[config.mk]
export PLATFORM = sky130hd
export DESIGN_NAME = four_state_stim_gen
export DESIGN_NICKNAME = d
export VERILOG_FILES = /design/src/rtl/stim_pkg.sv /design/src/rtl/xs64_step.sv /design/src/rtl/four_state_stim_gen.sv
export SDC_FILE = /design/constraint.sdc
export NUM_CORES = 1
export LEC_CHECK = 0
export BUFFER_PORTS_ARGS = -buffer_cell sky130_fd_sc_hd__buf_2
export CORE_UTILIZATION = 50
export CTS_CLUSTER_DIAMETER = 50
export CTS_CLUSTER_SIZE = 30
export DETAILED_ROUTE_END_ITERATION = 6
export PLACE_DENSITY = 0.72
export SETUP_SLACK_MARGIN = 0.15
export SLEW_MARGIN = 20
export SYNTH_ARGS = -nofsm -noshare
export SYNTH_HDL_FRONTEND = slang
export SYNTH_HIERARCHICAL = 1
export SYNTH_SLANG_ARGS = --single-unit
[constraint.sdc]
create_clock -name clk -period 11 [get_ports clk]
set_input_delay 0.55 -clock clk [delete_from_list [all_inputs] [get_ports clk]]
set_output_delay 0.55 -clock clk [all_outputs]
set_load 0.05 [all_outputs]
[src/rtl/stim_pkg.sv]
`default_nettype none
// ============================================================================
// Module      : stim_pkg
// Description : Shared types and the xorshift-plus-increment advance
//               function for the four-state stimulus generator. The same
//               advance function is used by the software reference model,
//               so any change here must be mirrored there.
// Contents    : seed_t, stim_state_e, xs64_advance()
// Revision    : 1.0 - initial release
// ============================================================================
package stim_pkg;

    localparam int C_SEED_W = 64;

    typedef logic [C_SEED_W-1:0] seed_t;

    typedef enum logic [1:0] {
        IDLE = 2'd0,
        RUN  = 2'd1,
        DONE = 2'd2
    } stim_state_e;

    // Xorshift scramble followed by an additive step. An odd increment makes
    // the map leave s=0, so the generator never locks up.
    function automatic seed_t xs64_advance(input seed_t s, input seed_t b);
        seed_t t;
        t = s ^ (s << 13);
        t = t ^ (t >> 7);
        t = t ^ (t << 17);
        return t + b;
    endfunction

endpackage
`default_nettype wire

[src/rtl/xs64_step.sv]
`default_nettype none
// ============================================================================
// Module      : xs64_step
// Description : Combinational single-step generator advance.
// Ports       : s      in  64  current generator state
//               b      in  64  increment word (expected odd)
//               s_next out 64  advanced state
// Revision    : 1.0 - initial release
// ============================================================================
module xs64_step
    import stim_pkg::*;
(
    input  seed_t s,
    input  seed_t b,
    output seed_t s_next
);

    assign s_next = xs64_advance(s, b);

endmodule
`default_nettype wire

[src/rtl/four_state_stim_gen.sv]
`default_nettype none
// ============================================================================
// Module      : four_state_stim_gen
// Description : Seeded burst source of 4-state vectors over valid/ready.
//               Each bit is (unk,val): 00=0, 01=1, 10=z, 11=x. A burst is
//               fully determined by (seed_a, seed_b); the ending state is
//               reported so bursts can be chained or replayed.
// Ports       : clk, rst                    clock, async active-high reset
//               start, seed_a, seed_b       burst request and seeds
//               out_valid, out_ready        output handshake
//               out_val, out_unk [WIDTH]    value / unknown planes
//               busy, done                  RUN indicator, end-of-burst pulse
//               seed_after_a, seed_after_b  state/increment after the burst
// Revision    : 1.0 - initial release
// ============================================================================
module four_state_stim_gen
    import stim_pkg::*;
#(
    parameter int WIDTH = 8,   // 1..16
    parameter int COUNT = 16   // >= 1
) (
    input  logic             clk,
    input  logic             rst,
    input  logic             start,
    input  logic [63:0]      seed_a,
    input  logic [63:0]      seed_b,
    output logic             out_valid,
    input  logic             out_ready,
    output logic [WIDTH-1:0] out_val,
    output logic [WIDTH-1:0] out_unk,
    output logic             busy,
    output logic             done,
    output logic [63:0]      seed_after_a,
    output logic [63:0]      seed_after_b
);

    localparam int               c_cnt_w = $clog2(COUNT + 1);
    localparam logic [c_cnt_w-1:0] c_last  = c_cnt_w'(COUNT - 1);

    stim_state_e          r_state;
    seed_t                r_s;
    seed_t                r_b;
    logic [c_cnt_w-1:0]   r_count;
    seed_t                r_seed_after_a;
    seed_t                r_seed_after_b;
    seed_t                w_s_next;
    logic                 w_run;

    xs64_step u_step (
        .s      (r_s),
        .b      (r_b),
        .s_next (w_s_next)
    );

    always_ff @(posedge clk or posedge rst) begin
        if (rst) begin
            r_state        <= IDLE;
            r_s            <= '0;
            r_b            <= 64'd1;
            r_count        <= '0;
            r_seed_after_a <= '0;
            r_seed_after_b <= '0;
        end else begin
            case (r_state)
                IDLE: begin
                    if (start) begin
                        r_s     <= seed_a;
                        r_b     <= seed_b | 64'd1;
                        r_count <= '0;
                        r_state <= RUN;
                    end
                end
                RUN: begin
                    // out_valid is constant-high in RUN, so out_ready alone
                    // qualifies the transfer.
                    if (out_ready) begin
                        r_s     <= w_s_next;
                        r_count <= r_count + c_cnt_w'(1);
                        if (r_count == c_last) begin
                            r_state        <= DONE;
                            r_seed_after_a <= w_s_next;
                            r_seed_after_b <= r_b;
                        end
                    end
                end
                DONE: begin
                    r_state <= IDLE;
                end
                default: begin
                    r_state <= IDLE;
                end
            endcase
        end
    end

    // Outputs decode registered state only; out_ready never reaches them
    // combinationally, and the planes cannot change while a transfer stalls.
    assign w_run        = (r_state == RUN);
    assign out_valid    = w_run;
    assign busy         = w_run;
    assign done         = (r_state == DONE);
    assign out_val      = w_run ? r_s[WIDTH-1:0] : '0;
    // AND of two independent fields gives about 25% unknown bits.
    assign out_unk      = w_run ? (r_s[32 +: WIDTH] & r_s[48 +: WIDTH]) : '0;
    assign seed_after_a = r_seed_after_a;
    assign seed_after_b = r_seed_after_b;

endmodule
`default_nettype wire

* Word level (Yosys, flattened, before mapping)
Index checks and enable logic that the tools add are counted.
** Operators by class
- Multiplexer cells :: 12
- Equality and inequality tests :: 6
- Add/sub/neg operators :: 2
- Bitwise gates (word level) :: 4
- Reduce and logical (&&, ||, !) cells :: 6
** Operators by type and width (count)
- 64-bit 2-to-1 mux :: 2
- 64-bit one-hot mux with 2 select lines :: 1
- 64-bit XOR :: 2
- 64-bit adder :: 1
- 64-bit by 57-bit XOR with 64-bit output :: 1
- 8-bit 2-to-1 mux :: 2
- 5-bit 2-to-1 mux :: 2
- 5-bit one-hot mux with 2 select lines :: 1
- 3-bit AND reduction :: 3
- 8-bit AND :: 1
- 2-bit 2-to-1 mux :: 3
- 5-bit by 1-bit adder with 5-bit output (second input constant) :: 1
- 5-bit by 4-bit == test with 1-bit output (second input constant) :: 1
- 2-bit inequality test (second input constant) :: 2
- 2-bit one-hot mux with 2 select lines :: 1
- 2-bit by 1-bit == test with 1-bit output (second input constant) :: 1
- 2-bit == test (second input constant) :: 1
- 2-bit zero test :: 1
- 2-bit by 1-bit inequality test with 1-bit output (second input constant) :: 1
- 2-bit AND reduction :: 1
- 2-bit nonzero test :: 1
** Storage, ports and cells
- Register bits :: 262

* Longest topological paths before layout
Gate-level depths: netlist (run 1).
- Word-level depth :: 6
- Gate-level depth with buffers :: 17

* Modules after synthesis
The synthesis (run 1) kept the hierarchy.
** By module, submodules not included
- four_state_stim_gen :: cells each 666, area each 11014.3 sq um, instances 1
- xs64_step :: cells each 720, area each 5303.8 sq um, instances 1

* Least setup slack after synthesis (run 1)
OpenSTA, ideal clock, no wires.
- Path type :: register to register
- Start point :: register r_s[15]
- End point :: register r_s[50]
- Period minus slack after synthesis :: 3691 ps
- Library setup time :: 125 ps
- Path buffers :: 0
- Arrival :: 3565 ps
- Path slack :: 7309 ps
- Cell stages (with the launch flop) :: 16
- Path through :: dfrtp_1 xnor2_1 xor2_1 xnor2_1 ha_1 a21oi_1 o21ai_0 or3_4 o31ai_4 nor3_2 o21a_1 a41oi_1 o21ai_1 xor2_1 mux2_1 mux2_4
** On the way
- Word-level cells in the longest chain between the ends :: 6
** RTL lines
- from (decl) :: RTL line four_state_stim_gen.sv:41 : seed_t r_s;
- from (signal assigned) :: RTL line four_state_stim_gen.sv:77 : r_s <= w_s_next;
- 64-bit XOR :: RTL line stim_pkg.sv:27 : t = s ^ (s << 13);
- 64-bit by 57-bit XOR with 64-bit output :: RTL line stim_pkg.sv:28 : t = t ^ (t >> 7);
- 64-bit XOR :: RTL line stim_pkg.sv:29 : t = t ^ (t << 17);
- 64-bit adder :: RTL line stim_pkg.sv:30 : return t + b;
- named net w_s_next[50] :: RTL line four_state_stim_gen.sv:46 : seed_t w_s_next;
- 64-bit 2-to-1 mux :: RTL line four_state_stim_gen.sv:76 : if (out_ready) begin
- 64-bit one-hot mux with 2 select lines :: RTL line four_state_stim_gen.sv:64 : case (r_state)
The timed path passes the listed nets, and every way through them passes these cells. The select of a mux whose other input is x is not followed.
A chain may end at the register's enable or synchronous reset.

* Worst setup path after layout (run 1)
- Start point :: register r_s[13]
- End point :: register r_s[59]
The elaborated chain is that of the path after synthesis.

==> results.py, run 1 <==
metrics = {
    "routing": {
        "drcViolationCount": 0,
        "vias": 11800,
        "avgRoutedWirePerCell_um": 21.4,
        "firstDrtPassIters": 5,
        "viasPerCell": 5.61,
        "postRouteAntennaNets": 0,
        "drt_iter0_drc": 703,
        "routed_wl_mm": 45.0,
    },
    "worst_hold_path": {
        "min_path_type": "input pin to async pin",
    },
    "cts": {
        "cts_resized": 0,
        "postCtsHoldBufs": 0,
        "htreeDepth": 1,
        "clockBufferDepth": 3,
        "cts_tree": "built",
        "clock_sinks": 262,
        "cts.reportedPaths.clkPinSlew_ps": 70,
        "root_buffer": "clkbuf_16",
        "clk_latency_ps": 570,
        "cts-buffers-inserted": 31,
        "postCtsSetupBuffers": 0,
    },
    "sta": {
        "finalMaxSlewViolations": 0,
        "clock.fmax_ghz": 0.208,
        "finalSetupViolCount": 0,
        "hold_violations": 0,
        "rsz0062_at_grt": "no",
        "layout_worst_path_cycle_share": 0.438,
        "max_slew_margin": 0.373,
        "fin_skew_ps": 14.7,
        "tightest_slew_ps": 940,
        "tns_ps": 0,
        "min_period_ps": 4820,
    },
    "synthesis": {
        "netlist_instances": 1386,
        "ys_ff_latch": 262,
        "synthMuxAreaShare": 0.235,
        "synth_edf_count": 0,
        "synth-simple-area-share": 0.0616,
        "avgSynthCellArea_um2": 11.8,
        "yosys_warnings": 6,
        "synth-async-reset-ratio": 1.00,
        "synth.cell_area_um2": 16300,
        "yosys_most_used_dff": "dfrtp_1",
        "synthesis.nets": 1590,
        "synthAdderAreaFrac": 0.0557,
        "synth_top_family_by_area": "multiplexers",
        "synth_cell_types": 78,
        "synth_xor_area_frac": 0.126,
        "yosysSeqAreaShare": 0.402,
        "synth_compound_area_frac": 0.0902,
    },
    "placement": {
        "dp_hpwl_mm": 34.9,
        "gp_routability_congestion": 0.938,
        "numPortBuffers": 277,
    },
    "floorplanning": {
        "die_area_um2": 33400,
        "ios": 279,
        "initial_core_util": 0.513,
        "die_h_um": 183,
        "num_rows": 65,
        "die_w_um": 183,
        "coreArea_um2": 31800,
    },
    "setup_path": {
        "r2r_cells": 14,
        "required_ps": 11460,
        "worstPathArrival_ps": 5280,
        "endpoint_kind": "flip-flop",
        "critPathLaunchType": "flip-flop",
        "path_class": "flip-flop to flip-flop",
        "crit_fanout": 6,
    },
    "global_routing": {
        "grt_max_degree": 123,
        "grt_overflow": 0,
        "antenna_found_initial": 1,
        "grt_pass1_wl_mm": 69.2,
        "grt_util_all_layers": 0.270,
        "grt_pass1_vias": 12000,
    },
    "finish": {
        "drive_gt1_frac": 0.408,
        "fin_nets": 1852,
        "area_growth_syn_to_layout_pct": 16.6,
    },
    "job": {
        "drv_cap": 0,
    },
    "status": {
        "status": "finished, final reports clean",
    },
}
==> metrics by stage <==
stage,hold WS [ps],std cells,area (µm²),setup slack [ps],util
2_1_floorplan,445,1386,16300,3240,-
4_1_cts,181,2108,19000,6230,0.598
6_report,151,2109,19000,6180,0.599
3_3_place_gp,445,2050,17900,6280,0.564
5_1_grt,195,2108,19000,5990,0.598
3_5_place_dp,451,2050,17900,6250,0.564
==> synthesized netlist by cell type (all sizes together), types with 2 or more instances <==
library cell,count,area (µm²)
mux2,318,3810
dfrtp,262,6560
xnor2,159,1390
a21oi,81,417
xor2,75,657
ha,71,888
nand2,60,228
o21ai,50,269
buf,38,328
nor2,31,143
inv,27,101
a21o,22,165
nand4,20,125
and3,17,106
clkbuf,17,63.8
o21bai,15,113
and2,12,75.1
nand3,12,65.1
nor3,10,60.1
nor2b,8,50.1
a31oi,7,43.8
o21a,7,52.6
a221oi,5,43.8
o31ai,5,51.3
or2,4,25.0
or3,4,30.0
a211o,3,26.3
a311oi,3,32.5
nand2b,3,21.3
nor4,3,18.8
o2111ai,3,50.1
o211ai,3,22.5
o21ba,3,30.0
o221ai,3,26.3
a21boi,2,15.0
a41oi,2,17.5
and4,2,17.5
mux2i,2,23.8
o22ai,2,12.5
o41ai,2,17.5
==> flip-flops by register name, indices dropped and copies added (netlist names) <==
signal / flops
r_b: 63
r_count: 5
r_s: 64
r_state: 2
seed_after_a: 64
seed_after_b: 64
==> critical path: stages, from the launching register on <==
cell and delay [ps]:
dfrtp_1 450, xor2_1 340, xor2_1 480, xnor2_1 240, ha_1 430, nand4_1 160, or2_1 320, a311oi_1 580
o21ai_1 210, a21oi_1 430, a31oi_1 230, o21ai_1 190, xor2_1 120, mux2_2 270, mux2_4 250
==> worst paths after layout <==
path | startpoint | endpoint | slack (ps)
max | r_s[13]$_DFFE_PP0P_ | r_s[59]$_DFFE_PP0P_ | 6180
max in group asynchronous | rst | r_b[61]$_DFFE_PP0P_ | 9540
max reg2reg | r_s[13]$_DFFE_PP0P_ | r_s[59]$_DFFE_PP0P_ | 6180
min in group clk | seed_b[46] | r_b[46]$_DFFE_PP0P_ | 200
min | rst | seed_after_b[21]$_DFFE_PP0P_ | 150
min reg2reg | seed_after_b[0]$_DFFE_PP0P_ | seed_after_b[0]$_DFFE_PP0P_ | 470
==> layout by cell type (no fill, tap or decap), drive strengths merged, types with 4 or more instances in the layout <==
master and n:
mux2 318, buf 284, dfrtp 262, xnor2 159
a21oi 81, xor2 75, ha 71, nand2 60
o21ai 50, inv 39, clkbuf 34, nor2 31
a21o 22, nand4 20, and3 17, o21bai 15
and2 12, nand3 12, nor3 10, clkinv 9
nor2b 8, o21a 7, a31oi 7, a221oi 5
o31ai 5, or2 4, or3 4
==> routing by layer <==
| layer | GRT usage | vias up | part of all wire |
|---|---|---|---|
| li1 | - | 5499 | - |
| met1 | 0.379 | 5847 | 0.45 |
| met2 | 0.430 | 411 | 0.45 |
| met3 | 0.0459 | 75 | 0.070 |
| met4 | 0.0729 | 2 | 0.028 |
| met5 | 0 | - | 0.00022 |
==> area by class of cell <==
type / instances / area (µm²)
Inverter: 27 / 110
Tap cell: 435 / 544
Multi-Input combinational cell: 1042 / 9270
Clock inverter: 24 / 317
Antenna cell: 1 / 2.50
Fill cell: 2664 / 12800
Clock buffer: 34 / 787
Sequential cell: 262 / 6560
Timing Repair Buffer: 284 / 1440
==> cell families after synthesis <==
logic type | Yosys count
xor+xnor | 234
fa+ha+maj | 72
other cells | 1
flops | 262
compound gates | 224
buf+inv | 82
simple gates | 191
mux | 320
Power of run 1 is left out: the tool's default activity adds up to more than one toggle a clock period on the data nets, which glitch-free logic cannot reach.
==> inputs of run 2 (changes only) <==
Settings changed: PLACE_DENSITY 0.72 to 0.75.
Clock period 11 ns to 3.9 ns, I/O delays scaled along.
==> results.py, run 2 (synthesized netlist as in run 1, its figures left out) <==
metrics = {
    "status": {
        "status": "finished, violations left",
        "violations": "setup timing",
    },
    "cts": {
        "clockBufferDepth": 3,
        "cts-buffers-inserted": 34,
        "clk_latency_ps": 530,
        "cts_tree": "built",
        "htreeDepth": 2,
        "root_buffer": "clkbuf_16",
        "clock_sinks": 262,
        "cts.reportedPaths.clkPinSlew_ps": 80,
    },
    "setup_path": {
        "endpoint_kind": "flip-flop",
        "timing.rr.start": "r_s[12]$_DFFE_PP0P_",
        "worstPathCellList": "xor2_2 -> buf_4 -> xor2_4 -> buf_6 -> ha_4 -> o21ai_0 -> a21oi_1 -> o21ai_2 -> a311oi_4 -> buf_6 -> o21ai_2 -> a21oi_1 -> buf_4 -> buf_6 -> nand3_2 -> o21ai_2 -> xnor2_1 -> mux2_4 -> mux2_4",
        "critical_path.max_stage_delay_ps": 510,
        "required_ps": 4310,
        "worstPathArrival_ps": 4450,
        "path_class": "flip-flop to flip-flop",
        "startpoint": "r_s[12]$_DFFE_PP0P_",
        "critPathLaunchType": "flip-flop",
        "r2r-end": "r_s[63]$_DFFE_PP0P_",
        "r2r_cells": 19,
        "r2r_slack_ps": -150,
        "crit_fanout": 6,
        "cp_slowest_cell": "dfrtp_2",
    },
    "worst_hold_path": {
        "holdPathEnd": "r_s[51]$_DFFE_PP0P_",
        "min_path_type": "input pin to flip-flop",
        "worstHoldPathCells": 3,
        "hp-start": "seed_a[51]",
    },
    "routing": {
        "vias": 14200,
        "avgRoutedWirePerCell_um": 22.7,
        "routed_wl_mm": 56.9,
        "postRouteAntennaNets": 0,
        "viasPerCell": 5.68,
        "firstDrtPassIters": 5,
        "drcViolationCount": 0,
        "drt_iter0_drc": 1041,
    },
    "finish": {
        "fin_nets": 2252,
        "layout.cells.non_filler": 2508,
        "area_growth_syn_to_layout_pct": 47.9,
        "final_cell_mix": "buf_4 (318), buf_2 (277), dfrtp_1 (244), mux2_2 (241), xnor2_1 (100)",
        "antenna_cells": 0,
        "num-fill-cells": 1900,
        "final_common_cell": "buf_4",
        "drive_gt1_frac": 0.608,
    },
    "sta": {
        "tightest_slew_ps": 995,
        "fin_skew_ps": 31.6,
        "min_period_ps": 4050,
        "max_slew_margin": 0.336,
        "fin_ws_ps": -146,
        "finalSetupViolCount": 17,
        "finalMaxSlewViolations": 0,
        "clock.fmax_ghz": 0.247,
        "hold_violations": 0,
        "rsz0062_at_grt": "yes",
        "tns_ps": -1100,
        "layout_worst_path_cycle_share": 1.04,
    },
    "global_routing": {
        "antenna_found_initial": 1,
        "grt_pass1_vias": 14700,
        "grt_pass1_wl_mm": 84.0,
        "grt_util_all_layers": 0.328,
        "grt_overflow": 0,
        "grt_max_degree": 86,
    },
    "placement": {
        "post-place-cells": 2343,
        "numPortBuffers": 277,
        "gp_routability_congestion": 0.969,
        "dp_hpwl_mm": 38.2,
        "post-place-ws_ps": -432,
    },
    "floorplanning": {
        "initial_core_util": 0.513,
        "die_w_um": 183,
        "num_rows": 65,
        "die_h_um": 183,
        "coreArea_um2": 31800,
        "die_area_um2": 33400,
        "ios": 279,
    },
    "job": {
        "drv_cap": 0,
    },
}
## run 2: changes by cell type in the layout (fill, tap and decap cells not counted), sizes merged
| cell | previous run | this run |
|---|---|---|
| inv | 39 | 36 |
| clkinv | 9 | 10 |
| bufinv | 3 | 2 |
| dlygate4sd3 | 0 | 64 |
| diode | 1 | 0 |
| clkinvlp | 0 | 3 |
| clkbuf | 34 | 37 |
| buf | 284 | 617 |
## run 2: metal layers
layer,vias up,share of wire,GRT usage
li1,6282,-,-
met4,2,0.041,0.110
met2,701,0.48,0.545
met1,7077,0.41,0.430
met5,-,0.00018,0
met3,180,0.072,0.0595
## run 2: layout make-up
type | count | area (µm²) | share of cell area
Multi-Input combinational cell | 1042 | 11000 | 0.458
Timing Repair Buffer | 681 | 4690 | 0.194
Clock buffer | 37 | 893 | 0.0370
Clock inverter | 24 | 282 | 0.0117
Sequential cell | 262 | 6580 | 0.273
Tap cell | 435 | 544 | 0.0225
Inverter | 27 | 106 | 0.00441
## run 2: critical path: cells and delay by family (launching register included)
kind	cells	cell delay, ps
adders and majority gates	1	300
DFF	1	510
AOI/OAI and AO/OA	7	1250
xor gates and xnor gates	3	500
muxes	2	520
buffers and inverters	5	760
and+or+nand+nor	1	60
## run 2: timing repair
action | CTS | global route
cloned | 0 | 0
hold buffers | 64 | 0
hold endpoints to repair | 77 | 0
setup buffers | 22 | 18
setup endpoints to repair | 72 | 61
pin swaps | 57 | 53
gates resized for setup | 210 | 124
## run 2: worst max-delay path by stage
stage | end | cells after the start
after floorplan | r_s[50]$_DFFE_PP0P_ | 15
after global placement | r_s[39]$_DFFE_PP0P_ | 17
after detailed placement | r_s[39]$_DFFE_PP0P_ | 17
after CTS | r_s[43]$_DFFE_PP0P_ | 19
after global routing | r_s[63]$_DFFE_PP0P_ | 19
final | r_s[63]$_DFFE_PP0P_ | 19
## run 2: per-stage QoR
stage / util / instance area (µm²) / hold WS [ps]
6_report: 0.759 / 24100 / 39.8
3_3_place_gp: 0.634 / 20200 / 233
5_1_grt: 0.759 / 24100 / 34.9
4_1_cts: 0.734 / 23300 / 22.6
3_5_place_dp: 0.634 / 20200 / 249
2_1_floorplan: - / 16300 / 347
Power of run 2 is left out for the same reason.
